--- config.mk ---
export PLATFORM = sky130hd
export DESIGN_NAME = reg_exchange_unit_flat
export DESIGN_NICKNAME = d
export VERILOG_FILES = /design/src/rtl/reg_exchange_unit_if.sv /design/src/rtl/reg_exchange_unit.sv /design/src/flat_wrapper.sv
export SDC_FILE = /design/constraint.sdc
export NUM_CORES = 1
export LEC_CHECK = 0
export BUFFER_PORTS_ARGS = -buffer_cell sky130_fd_sc_hd__buf_2
export CAP_MARGIN = 0
export CORE_MARGIN = 4
export CORE_UTILIZATION = 51
export DETAILED_ROUTE_END_ITERATION = 16
export PLACE_DENSITY = 0.8
export SLEW_MARGIN = 20
export SYNTH_ARGS = -nofsm -noshare
export SYNTH_HDL_FRONTEND = slang
export SYNTH_SLANG_ARGS = --single-unit
--- constraint.sdc ---
create_clock -name clk -period 2.2 [get_ports clk]
set_clock_uncertainty 0.1 [all_clocks]
set_input_delay 0.22 -clock clk [delete_from_list [all_inputs] [get_ports clk]]
set_output_delay 0.22 -clock clk [all_outputs]
set_load 0.1 [all_outputs]
--- src/rtl/reg_exchange_unit_if.sv ---
// Request/response channel of the register-exchange unit.
// The master drives commands and consumes responses; the slave is the unit itself.
interface reg_exchange_unit_if #(
  parameter int WIDTH  = 8,
  parameter int DEPTH  = 4,
  parameter int ADDR_W = $clog2(DEPTH)
);
  logic              req_valid;
  logic              req_ready;
  logic [1:0]        req_op;
  logic [ADDR_W-1:0] req_addr_a;
  logic [ADDR_W-1:0] req_addr_b;
  logic [WIDTH-1:0]  req_wdata;
  logic              rsp_valid;
  logic              rsp_ready;
  logic [WIDTH-1:0]  rsp_data_a;
  logic [WIDTH-1:0]  rsp_data_b;
  logic              busy;

  modport master (
    output req_valid, req_op, req_addr_a, req_addr_b, req_wdata, rsp_ready,
    input  req_ready, rsp_valid, rsp_data_a, rsp_data_b, busy
  );

  modport slave (
    input  req_valid, req_op, req_addr_a, req_addr_b, req_wdata, rsp_ready,
    output req_ready, rsp_valid, rsp_data_a, rsp_data_b, busy
  );
endinterface

--- src/rtl/reg_exchange_unit.sv ---
// Handshaked register-exchange engine: WRITE/READ/SWAP/ROTATE on a small register file,
// every update of a command committing on one edge; the response carries the pre-update values.
module reg_exchange_unit #(
  parameter int WIDTH  = 8,
  parameter int DEPTH  = 4,
  parameter int ADDR_W = $clog2(DEPTH)
) (
  input logic              clk,
  input logic              rst_n,
  reg_exchange_unit_if.slave bus
);
  typedef enum logic [1:0] {IDLE, EXEC, RESP} state_t;

  localparam logic [1:0] OP_WRITE  = 2'b00;
  localparam logic [1:0] OP_SWAP   = 2'b10;
  localparam logic [1:0] OP_ROTATE = 2'b11;

  state_t            state_reg, state_next;
  logic [1:0]        op_reg;
  logic [ADDR_W-1:0] addr_a_reg, addr_b_reg;
  logic [WIDTH-1:0]  wdata_reg;
  logic              rsp_valid_reg;
  logic [WIDTH-1:0]  rsp_a_reg, rsp_b_reg;
  logic [WIDTH-1:0]  mem_reg  [DEPTH];
  logic [WIDTH-1:0]  mem_next [DEPTH];

  always_comb begin
    state_next = state_reg;
    case (state_reg)
      IDLE:    if (bus.req_valid) state_next = EXEC;
      EXEC:    state_next = RESP;
      RESP:    if (bus.rsp_ready) state_next = IDLE;
      default: state_next = IDLE;
    endcase
  end

  // Every entry's next value is derived only from the current (old) contents,
  // so one command's updates all land together on the EXEC edge.
  generate
    for (genvar gi = 0; gi < DEPTH; gi++) begin : g_entry
      always_comb begin
        mem_next[gi] = mem_reg[gi];
        if (state_reg == EXEC) begin
          case (op_reg)
            OP_WRITE:
              if (addr_a_reg == ADDR_W'(gi)) mem_next[gi] = wdata_reg;
            OP_SWAP:
              if (addr_a_reg == ADDR_W'(gi))      mem_next[gi] = mem_reg[addr_b_reg];
              else if (addr_b_reg == ADDR_W'(gi)) mem_next[gi] = mem_reg[addr_a_reg];
            // The ADDR_W cast wraps the last entry back to entry 0.
            OP_ROTATE:
              mem_next[gi] = mem_reg[ADDR_W'(gi + 1)];
            default: ;
          endcase
        end
      end
    end
  endgenerate

  always_ff @(posedge clk or negedge rst_n) begin
    if (!rst_n) begin
      state_reg     <= IDLE;
      op_reg        <= '0;
      addr_a_reg    <= '0;
      addr_b_reg    <= '0;
      wdata_reg     <= '0;
      rsp_valid_reg <= 1'b0;
      rsp_a_reg     <= '0;
      rsp_b_reg     <= '0;
      for (int i = 0; i < DEPTH; i++) mem_reg[i] <= '0;
    end else begin
      state_reg <= state_next;
      for (int i = 0; i < DEPTH; i++) mem_reg[i] <= mem_next[i];
      if (state_reg == IDLE && bus.req_valid) begin
        op_reg     <= bus.req_op;
        addr_a_reg <= bus.req_addr_a;
        addr_b_reg <= bus.req_addr_b;
        wdata_reg  <= bus.req_wdata;
      end
      if (state_reg == EXEC) begin
        rsp_a_reg     <= mem_reg[addr_a_reg];
        rsp_b_reg     <= mem_reg[addr_b_reg];
        rsp_valid_reg <= 1'b1;
      end else if (state_reg == RESP && bus.rsp_ready) begin
        rsp_valid_reg <= 1'b0;
      end
    end
  end

  assign bus.req_ready  = (state_reg == IDLE);
  assign bus.busy       = (state_reg != IDLE);
  assign bus.rsp_valid  = rsp_valid_reg;
  assign bus.rsp_data_a = rsp_a_reg;
  assign bus.rsp_data_b = rsp_b_reg;
endmodule

--- src/flat_wrapper.sv ---
// flat-port wrapper written by rule: the top's interface ports become plain ports
module reg_exchange_unit_flat 
#(
  parameter int WIDTH  = 8,
  parameter int DEPTH  = 4,
  parameter int ADDR_W = $clog2(DEPTH)
)
  (clk, rst_n, bus_req_valid, bus_req_op, bus_req_addr_a, bus_req_addr_b, bus_req_wdata, bus_rsp_ready, bus_req_ready, bus_rsp_valid, bus_rsp_data_a, bus_rsp_data_b, bus_busy);
  reg_exchange_unit_if #(.WIDTH(WIDTH), .DEPTH(DEPTH), .ADDR_W(ADDR_W)) bus_i ();
  input logic clk;
  input logic rst_n;
  input wire logic [$bits(bus_i.req_valid)-1:0] bus_req_valid;
  input wire logic [$bits(bus_i.req_op)-1:0] bus_req_op;
  input wire logic [$bits(bus_i.req_addr_a)-1:0] bus_req_addr_a;
  input wire logic [$bits(bus_i.req_addr_b)-1:0] bus_req_addr_b;
  input wire logic [$bits(bus_i.req_wdata)-1:0] bus_req_wdata;
  input wire logic [$bits(bus_i.rsp_ready)-1:0] bus_rsp_ready;
  output wire logic [$bits(bus_i.req_ready)-1:0] bus_req_ready;
  output wire logic [$bits(bus_i.rsp_valid)-1:0] bus_rsp_valid;
  output wire logic [$bits(bus_i.rsp_data_a)-1:0] bus_rsp_data_a;
  output wire logic [$bits(bus_i.rsp_data_b)-1:0] bus_rsp_data_b;
  output wire logic [$bits(bus_i.busy)-1:0] bus_busy;
  assign bus_i.req_valid = bus_req_valid;
  assign bus_i.req_op = bus_req_op;
  assign bus_i.req_addr_a = bus_req_addr_a;
  assign bus_i.req_addr_b = bus_req_addr_b;
  assign bus_i.req_wdata = bus_req_wdata;
  assign bus_i.rsp_ready = bus_rsp_ready;
  assign bus_req_ready = bus_i.req_ready;
  assign bus_rsp_valid = bus_i.rsp_valid;
  assign bus_rsp_data_a = bus_i.rsp_data_a;
  assign bus_rsp_data_b = bus_i.rsp_data_b;
  assign bus_busy = bus_i.busy;
  reg_exchange_unit #(.WIDTH(WIDTH), .DEPTH(DEPTH), .ADDR_W(ADDR_W)) u_core (.clk(clk), .rst_n(rst_n), .bus(bus_i));
endmodule
### Yosys cells after proc, flatten, opt, wreduce, memory -nomap -nowiden

Cells that the tools add are included.
Widths: inputs -> output; s select.

* muxes and demuxes: 27
* bitwise logic cells: 2
* order comparisons: 2
* equality and inequality tests: 20
* reductions and logical operators: 14

Operators by type and width (number)
* $mux 8: 16
* $pmux 8 s3: 2
* $bmux 8 s2: 2
* $pmux 8 s2: 2
* $reduce_and 4->1: 4
* $eq 2x2->1 const B: 7
* $ne 3x1->1 const B: 4
* $logic_not 2->1: 4
* $ne 2x1->1 const B: 4
* $eq 2x1->1 const B: 3
* $ge 3x3->1 const B: 2
* $not 2->3: 2
* $pmux 2 s3: 1
* $mux 2: 2
* $ne 2x2->1 const B: 2
* $reduce_bool 2->1: 2
* $reduce_bool 3->1: 1
* $logic_and 1x1->1: 2
* $mux 1: 2
* $reduce_and 2->1: 1

* output and inout port bits: 19
* input bits: 18
* flip-flop bits (word level): 65
* logic and storage cells: 77

### Longest topological paths before layout

Gate-level depths: netlist (run 1).

* depth after elaboration: 7
* gate-level depth with buffers: 8
* gate-level depth less buffers: 5

### Worst setup path before layout (run 1)

Ideal clock, no wire load.

* kind: register -> output
* from: register u_core.state_reg[1]
* to: output bus_busy
* setup slack: -0.752 ns
* cell stages (with the launch flop): 3
* path buffers: 0
* data arrival time: 2.632 ns
* required time: 1.880 ns
* cells stage by stage: dfrtp_1 > nor2_1 > inv_1

* cells in the longest elaborated chain, start to end: 1

RTL lines
* from (decl): line reg_exchange_unit.sv:18 `state_t state_reg, state_next;`
* from (signal assigned): line reg_exchange_unit.sv:72 `state_reg <= state_next;`
* $reduce_bool 2->1: line reg_exchange_unit.sv:91 `assign bus.busy = (state_reg != IDLE);`
* to (decl): line flat_wrapper.sv:22 `output wire logic [$bits(bus_i.busy)-1:0] bus_busy;`

Every way passes these cells.

### Worst setup path in the final report (run 1)

* from: register u_core.state_reg[1]
* to: register u_core.mem_reg[10] in the netlist's numbering

* cells in the longest elaborated chain, start to end: 2

RTL lines
* $eq 2x1->1: line reg_exchange_unit.sv:43 `if (state_reg == EXEC) begin`
* $reduce_and 4->1 (no source line)
* to (decl): line reg_exchange_unit.sv:24 `logic [WIDTH-1:0] mem_reg [DEPTH];`

Every way passes these cells.
A chain may end at the register's enable or synchronous reset.

==> impl_metrics.json, run 1 <==
{
  "first_global_vias": 3716,
  "hold_path.startpoint": "bus_req_wdata[5]",
  "worst_reg2reg_startpoint": "u_core.state_reg[1]",
  "num-nets-final": 513,
  "tritoncts_clock_tree": "done",
  "final_cell_area_um2": 4750,
  "grt_pass1_wl_um": 18800,
  "synth-seq-cells": 65,
  "synth_flop_cell": "sky130_fd_sc_hd__dfrtp_1",
  "critPathArrivalTime_ps": 2140,
  "cts_resized": 0,
  "initial_core_util_pct": 53.1,
  "netlist_area_um2": 4170,
  "largest_reg_flops": 32,
  "globalRouteTotalUtil_pct": 24.0,
  "gate_count_of_the_mapped_netlist": 459,
  "grt_start_max_net_pins": 66,
  "clkTransAtPathRegs_ps": 70,
  "grt.overflow.total": 0,
  "proportion_of_layout_cells_with_a_drive_suffix_above_1_pct": 22.0,
  "reg2reg_to": "u_core.mem_reg[10]",
  "port_buffers": 36,
  "setup.worst_path.class": "reg -> reg",
  "drt.antenna.violating_nets": 0,
  "hold_viol": 0,
  "final.period_utilization_pct": 91.0,
  "critPathLaunch": "u_core.state_reg[1]",
  "count_of_standard_cell_rows": 32,
  "yosysUniqueCellTypes": 63,
  "fraction_of_registers_with_async_set_reset_pct": 100,
  "worst_pin_slew_ps": 701,
  "avgSynthCellArea_um2": 9.08,
  "initialDrtViolationCount": 434,
  "routed-via-count": 3839,
  "most_frequent_standard_cell_in_the_layout_excluding_fill_and_tap_cells": "sky130_fd_sc_hd__dfrtp_1",
  "n_fill_cell": 680,
  "boundaryPins": 37,
  "peak_fanout_along_the_critical_path": 21,
  "postSynthNetCount": 477,
  "max-cap-violations": 0,
  "hold_slack_ps": 6.89,
  "drt-pass1-iter-count": 6,
  "route.detailed.wl_per_inst_um": 18.6,
  "ys_warn_count": 0,
  "globalplace.congestion": 0.938,
  "slew_headroom_pct": 53.3,
  "post_detailed_route_via_to_cell_ratio": 6.38,
  "reg2reg_setup_slack_ps": 200,
  "worst-path-stages": 4,
  "post-place-ws_ps": 217,
  "rsz0062_at_grt": "no",
  "holdCritPathClass": "in -> reg",
  "synth_seq_area_share_pct": 39.0,
  "setup_viol": 0,
  "post_dp_cell_area_um2": 4460,
  "timing.reg2reg.worst_path_depth": 4,
  "path_cells": "nand2b_1 -> buf_12 -> a21o_1 -> o31ai_1",
  "clock_insertion_delay_worst_skew_ps": 340,
  "core_um2": 7850,
  "endpoint_kind": "flop",
  "run_status": "finished, final reports clean",
  "areaGrowthSynthToFinish_pct": 14.0,
  "critical-path-slowest-cell": "sky130_fd_sc_hd__nand2b_1",
  "cp_peak_stage_delay_ps": 450,
  "critical_path_buf_inv_count": 1,
  "die_area_um2": 9680,
  "final_max_slew_viol_count": 0,
  "h-tree-depth": 3,
  "hold_path_depth": 2,
  "finalSetupTns_ps": 0,
  "cts_made_buffers": 9,
  "die_y_um": 98.4,
  "setup_ws_ps": 198,
  "clockRootBuffer": "sky130_fd_sc_hd__clkbuf_8",
  "cp-start-kind": "flop",
  "maxClockFrequency_mhz": 500,
  "routed_wl_um": 11200,
  "crit_required_ps": 2340,
  "number_of_antenna_violations_at_the_first_check_in_global_routing": 0,
  "synth_enable_flop_cells": 0,
  "detailed_place_hpwl_um": 7410,
  "most_used_cells_in_the_layout_excluding_fill_and_tap_cells": "65 x sky130_fd_sc_hd__dfrtp_1, 46 x sky130_fd_sc_hd__nand2_1, 41 x sky130_fd_sc_hd__a21oi_1",
  "die_width_um": 98.4,
  "cts_max_path_buffers": 2,
  "critPathTopFamily": "compound AO/OA/AOI/OAI gates",
  "period_minus_slack_ps": 2000,
  "drc_errors": 0,
  "clkSinkCount": 65,
  "antenna_cells": 0,
  "timing.critical_path.to": "u_core.mem_reg[10]"
}
## how the worst min path moves through the flow
stage | to | slack [ps]
6_report | u_core.wdata_reg[5] | 7
3_5_place_dp | u_core.bus.rsp_data_b[3] | 170
5_1_grt | u_core.wdata_reg[1] | 3
4_1_cts | u_core.wdata_reg[1] | 1
3_3_place_gp | u_core.bus.rsp_data_b[3] | 160
2_1_floorplan | u_core.addr_a_reg[0] | -180
## worst register-to-register path: cells and delay by family (launching register included)
| kind | cells | cell delay, ps |
|---|---|---|
| AO/OA/AOI/OAI | 2 | 610 |
| buffers and inverters | 1 | 310 |
| AND/OR/NAND/NOR | 1 | 450 |
| flip-flops | 1 | 440 |
## cell usage after synthesis, drive strengths merged (2+ instances only)
cell     count  area share (%)
a22oi        2            0.36
o22ai        5            0.75
nor2        39             3.6
clkbuf       5            0.45
nor3b        2            0.36
o2111ai      2            0.42
a221o        2            0.48
inv          7            0.63
nand2b      12             1.8
o211ai       3            0.54
a311oi       2            0.42
nor2b       18             2.7
nor3         2            0.24
dfrtp       65              39
o31ai       10             1.8
a31oi       14             2.1
clkinv       2            0.18
nand3        6            0.72
a21o         8             1.4
nand2       46             4.1
o21ai       33             4.1
nor4         2            0.30
a21boi       2            0.36
a211oi      14             2.6
mux4         4             2.2
and2         5            0.75
buf         35             5.7
a221oi       5             1.1
nand4        2            0.30
a21oi       45             6.1
o21bai       2            0.36
o21a         5            0.90
o22a         2            0.42
mux2        19             5.2
and2b        2            0.39
o311ai       4            0.84
mux2i       14             3.5
## timing repair
item | in CTS | in global routing
endpoints found under the hold margin | 69 | 1
setup buffers | 0 | 0
hold buffers | 5 | 1
## per-layer routing
metal	wire (µm)	global-route usage, %
met1	4700	32.6
met2	5400	39.1
met3	930	4.57
met4	165	7.35
met5	0	0
## stage by stage
step / std cells / util (%)
6_report: 602 / 60.5
5_1_grt: 602 / 60.5
4_1_cts: 601 / 60.4
3_5_place_dp: 580 / 56.8
3_3_place_gp: 580 / 56.8
2_1_floorplan: 459 / -
## area by class of cell
type | count | area, µm² | area share [%]
clock inverter | 5 | 77.6 | 1.63
multi-input combinational | 345 | 2260 | 47.5
clock buffer | 11 | 151 | 3.19
timing repair buffer | 65 | 475 | 10.0
tap | 102 | 128 | 2.69
inverter | 9 | 33.8 | 0.711
sequential | 65 | 1630 | 34.2
## cells by family (layout without fill, tap and decap cells)
kind of cell           Yosys count  after routing  share of synthesized area, %
flip-flops                      65             65                          39.0
AND/OR/NAND/NOR                138            138                          15.6
AO/OA/AOI/OAI                  170            170                          27.6
multiplexers                    37             37                          10.8
buffers and inverters           49             90                          6.97
Power of run 1 is left out: the tool's default activity adds up to more than one toggle a clock period on the data nets, which glitch-free logic cannot reach.
==> run 2: changes to the inputs <==
- HOLD_SLACK_MARGIN: default -> 0.1
==> run 2 against run 1 <==
Hold slack better by 270 ps. Register-to-register slack worse by 30 ps. Flip-flop and latch count stayed put. Die area stayed put. Cell count is 1.7% higher. First-iteration DRC count is 6.2% lower. Design area is 2.1% higher. Critical endpoint unchanged.
==> impl_metrics.json, run 2 (synthesis results as in run 1) <==
{
  "grt_pass1_wl_um": 18900,
  "most_frequent_standard_cell_in_the_layout_excluding_fill_and_tap_cells": "sky130_fd_sc_hd__dfrtp_1",
  "maxClockFrequency_mhz": 493,
  "globalplace.congestion": 0.938,
  "endpoint_kind": "flop",
  "number_of_antenna_violations_at_the_first_check_in_global_routing": 0,
  "run_status": "finished, final reports clean",
  "clkSinkCount": 65,
  "clockRootBuffer": "sky130_fd_sc_hd__clkbuf_8",
  "crit_required_ps": 2340,
  "final_max_slew_viol_count": 0,
  "largest_reg_flops": 32,
  "most_used_cells_in_the_layout_excluding_fill_and_tap_cells": "65 x sky130_fd_sc_hd__dfrtp_1, 46 x sky130_fd_sc_hd__nand2_1, 41 x sky130_fd_sc_hd__a21oi_1",
  "clkTransAtPathRegs_ps": 70,
  "postCtsSetupRepairBufs": 0,
  "rsz0062_at_grt": "no",
  "path_cells": "nand2b_1 -> buf_12 -> a21o_1 -> o31ai_1",
  "slew_headroom_pct": 54.8,
  "max-cap-violations": 0,
  "hold_viol": 0,
  "drt-pass1-iter-count": 5,
  "proportion_of_layout_cells_with_a_drive_suffix_above_1_pct": 21.6,
  "initial_core_util_pct": 53.1,
  "boundaryPins": 37,
  "cp-start-kind": "flop",
  "core_um2": 7850,
  "critPathArrivalTime_ps": 2170,
  "setup.worst_path.class": "reg -> reg",
  "cts_resized": 0,
  "grt_start_max_net_pins": 66,
  "die_y_um": 98.4,
  "areaGrowthSynthToFinish_pct": 16.4,
  "port_buffers": 36,
  "critical-path-slowest-cell": "sky130_fd_sc_hd__nand2b_1",
  "route.detailed.wl_per_inst_um": 18.3,
  "worst_pin_slew_ps": 677,
  "initialDrtViolationCount": 407,
  "num-nets-final": 523,
  "tritoncts_clock_tree": "done",
  "final.period_utilization_pct": 92.2,
  "antenna_cells": 0,
  "clock_insertion_delay_worst_skew_ps": 340,
  "post_detailed_route_via_to_cell_ratio": 6.25,
  "cp_peak_stage_delay_ps": 460,
  "cts_made_buffers": 9,
  "n_fill_cell": 666,
  "routed_wl_um": 11200,
  "die_width_um": 98.4,
  "count_of_standard_cell_rows": 32,
  "cts.hold.buffers_added": 16,
  "drt.antenna.violating_nets": 0,
  "globalRouteTotalUtil_pct": 24.2,
  "cts_max_path_buffers": 2,
  "setup_viol": 0,
  "routed-via-count": 3827,
  "detailed_place_hpwl_um": 7410,
  "grt.overflow.total": 0,
  "die_area_um2": 9680,
  "holdCritPathClass": "in -> reg",
  "h-tree-depth": 3,
  "peak_fanout_along_the_critical_path": 21,
  "period_minus_slack_ps": 2030,
  "utilization_pct": 61.8,
  "first_global_vias": 3749,
  "finalSetupTns_ps": 0,
  "critPathTopFamily": "compound AO/OA/AOI/OAI gates",
  "drc_errors": 0,
  "critical_path_buf_inv_count": 1
}
-- run 2: changes by cell type in the layout (fill, tap and decap cells not counted) --
cell,delta
sky130_fd_sc_hd__dlygate4sd3_1,+10
-- run 2: worst paths after layout --
kind / endpoint / depth (start not counted) / slack [ps] / from
max reg2reg: u_core.mem_reg[10] / 4 / 170 / u_core.state_reg[1]
min in group asynchronous: u_core.bus.rsp_data_b[3] / 3 / 340 / rst_n
max: u_core.mem_reg[10] / 4 / 170 / u_core.state_reg[1]
min: u_core.state_reg[0] / 3 / 270 / bus_req_valid
max in group asynchronous: u_core.wdata_reg[7] / 3 / 1400 / rst_n
min reg2reg: u_core.bus.rsp_data_a[1] / 2 / 380 / u_core.bus.rsp_data_a[1]
-- run 2: per-layer routing --
metal  up-vias  track usage, %  wire length (µm)
li1       1781               -                 -
met1      1822            33.2              4620
met2       202            39.0              5440
met3        22            4.57               958
met4         0            7.35               168
met5         -               0                 0
-- run 2: cell type report --
| class | count | area, µm² | share of cell area, % |
|---|---|---|---|
| clock buffers | 11 | 151 | 3.12 |
| clock inverters | 5 | 77.6 | 1.60 |
| inverters | 9 | 33.8 | 0.697 |
| multi-input cells | 345 | 2260 | 46.5 |
| flip-flops and latches | 65 | 1630 | 33.5 |
| well taps | 102 | 128 | 2.63 |
| repair buffers | 75 | 576 | 11.9 |
-- run 2: stage by stage --
step                      instance area, µm²  hold slack (ps)  setup WS (ps)  cells
final                                   4850              274            172    612
after global routing                    4850              273           11.8    612
after CTS                               4850              270            204    612
after detailed placement                4460              166            217    580
after global placement                  4460              164            264    580
after floorplan                         4170             -176            125    459
-- run 2: worst register-to-register path, delay by kind of cell (launching register included) --
family	cells	cell delay (ps)
flops	1	440
simple gates	1	460
compound gates	2	620
buf+inv	1	310
Power of run 2 is left out for the same reason.
==> run 3: changes to the inputs <==
- RECOVER_POWER: default -> 25
==> run 3 against run 2 <==
Flip-flop and latch count is the same. Clock-buffer cell count unchanged. Global-route usage unchanged. Design area is 0.31% lower. Cell count is the same. Maximum frequency up 0.57%. Wire length decreased by 0.14%. First-iteration DRC count increased by 1.7%. Sequential share of layout area grew 0.10 points. Core utilization shrank 0.19 points. Hold slack got worse by 1.0 ps. Register-to-register slack about the same. Largest cell class unchanged.
==> impl_metrics.json, run 3 (synthesis results as in run 1) <==
{
  "run_status": "finished, final reports clean",
  "endpoint_kind": "flop",
  "grt.overflow.total": 0,
  "rsz0062_at_grt": "no",
  "port_buffers": 36,
  "proportion_of_layout_cells_with_a_drive_suffix_above_1_pct": 21.6,
  "maxClockFrequency_mhz": 496,
  "setup.worst_path.class": "reg -> reg",
  "num-nets-final": 523,
  "critPathArrivalTime_ps": 2160,
  "worst_pin_slew_ps": 1450,
  "cts_made_buffers": 9,
  "critical-path-slowest-cell": "sky130_fd_sc_hd__nand2b_1",
  "initialDrtViolationCount": 414,
  "route.detailed.wl_per_inst_um": 18.2,
  "routed_wl_um": 11200,
  "first_global_vias": 3749,
  "peak_fanout_along_the_critical_path": 21,
  "period_minus_slack_ps": 2020,
  "drt-pass1-iter-count": 5,
  "postCtsSetupRepairBufs": 0,
  "die_y_um": 98.4,
  "crit_required_ps": 2340,
  "final_max_slew_viol_count": 0,
  "core_um2": 7850,
  "setup_ws_ps": 183,
  "die_area_um2": 9680,
  "tritoncts_clock_tree": "done",
  "cp_peak_stage_delay_ps": 450,
  "areaGrowthSynthToFinish_pct": 16.0,
  "clockRootBuffer": "sky130_fd_sc_hd__clkbuf_8",
  "slew_headroom_pct": 3.58,
  "initial_core_util_pct": 53.1,
  "cts_max_path_buffers": 2,
  "post_detailed_route_via_to_cell_ratio": 6.32,
  "grt_start_max_net_pins": 66,
  "antenna_cells": 0,
  "clkSinkCount": 65,
  "setup_viol": 0,
  "max-cap-violations": 0,
  "most_frequent_standard_cell_in_the_layout_excluding_fill_and_tap_cells": "sky130_fd_sc_hd__dfrtp_1",
  "hold_viol": 0,
  "path_cells": "nand2b_1 -> buf_12 -> a21o_1 -> o31ai_1",
  "clock_insertion_delay_worst_skew_ps": 340,
  "final.period_utilization_pct": 91.7,
  "boundaryPins": 37,
  "routed-via-count": 3868,
  "placed_cells_incl_taps": 580,
  "drc_errors": 0,
  "die_width_um": 98.4,
  "post_layout_nonfiller_instances": 612,
  "number_of_antenna_violations_at_the_first_check_in_global_routing": 0,
  "drt.antenna.violating_nets": 0,
  "h-tree-depth": 3,
  "globalplace.congestion": 0.938,
  "most_used_cells_in_the_layout_excluding_fill_and_tap_cells": "65 x sky130_fd_sc_hd__dfrtp_1, 46 x sky130_fd_sc_hd__nand2_1, 41 x sky130_fd_sc_hd__a21oi_1",
  "count_of_standard_cell_rows": 32,
  "cp-start-kind": "flop",
  "post-place-ws_ps": 217,
  "detailed_place_hpwl_um": 7410,
  "clkTransAtPathRegs_ps": 70,
  "finalSetupTns_ps": 0,
  "globalRouteTotalUtil_pct": 24.2,
  "grt_pass1_wl_um": 18900,
  "largest_reg_flops": 32,
  "holdCritPathClass": "in -> reg"
}
-- run 3: cell count changes in the layout (fill, tap and decap cells not counted) --
cell | previous run | this run
sky130_fd_sc_hd__buf_2 | 36 | 37
sky130_fd_sc_hd__buf_12 | 5 | 4
-- run 3: timing repair --
action | 4_1_cts | 5_1_grt
resized for setup | 0 | 0
hold buffers | 16 | 0
hold endpoints to repair | 80 | 0
-- run 3: final cells by class --
class | instances | area (µm²)
timing repair buffer | 75 | 561
tap | 102 | 128
sequential | 65 | 1630
inverter | 9 | 33.8
clock inverter | 5 | 77.6
multi-input combinational | 345 | 2260
clock buffer | 11 | 151
fill | 668 | 3010
-- run 3: path summary, 6_finish.rpt --
check                                              start                       end  slack, ps  cells past startpoint
worst max-delay path                 u_core.state_reg[1]        u_core.mem_reg[10]        180                      4
worst min-delay path                       bus_req_valid       u_core.state_reg[0]        270                      3
worst max register to register       u_core.state_reg[1]        u_core.mem_reg[10]        180                      4
worst min register to register  u_core.bus.rsp_data_a[1]  u_core.bus.rsp_data_a[1]        380                      2
max in group asynchronous                          rst_n         u_core.mem_reg[8]        380                      3
min in group asynchronous                          rst_n  u_core.bus.rsp_data_b[3]        770                      3
-- run 3: worst max-delay path, delay by kind of cell (launching register included) --
family | cells | cell delay (ps)
flops | 1 | 440
simple gates | 1 | 450
compound gates | 2 | 610
buf+inv | 1 | 310
-- run 3: metrics by stage --
stage / hold slack (ps) / area [µm²] / util, %
after CTS: 270 / 4850 / 61.8
final: 273 / 4830 / 61.6
after detailed placement: 166 / 4460 / 56.8
after global routing: 273 / 4830 / 61.6
after floorplan: -176 / 4170 / -
after global placement: 164 / 4460 / 56.8
-- run 3: layer usage --
layer / up-vias / wire, µm / GRT usage (%)
met1: 1845 / 4650 / 33.2
met4: 0 / 206 / 7.35
met5: - / 0 / 0
li1: 1781 / - / -
met2: 214 / 5350 / 39.0
met3: 28 / 961 / 4.57
Power of run 3 is left out for the same reason.
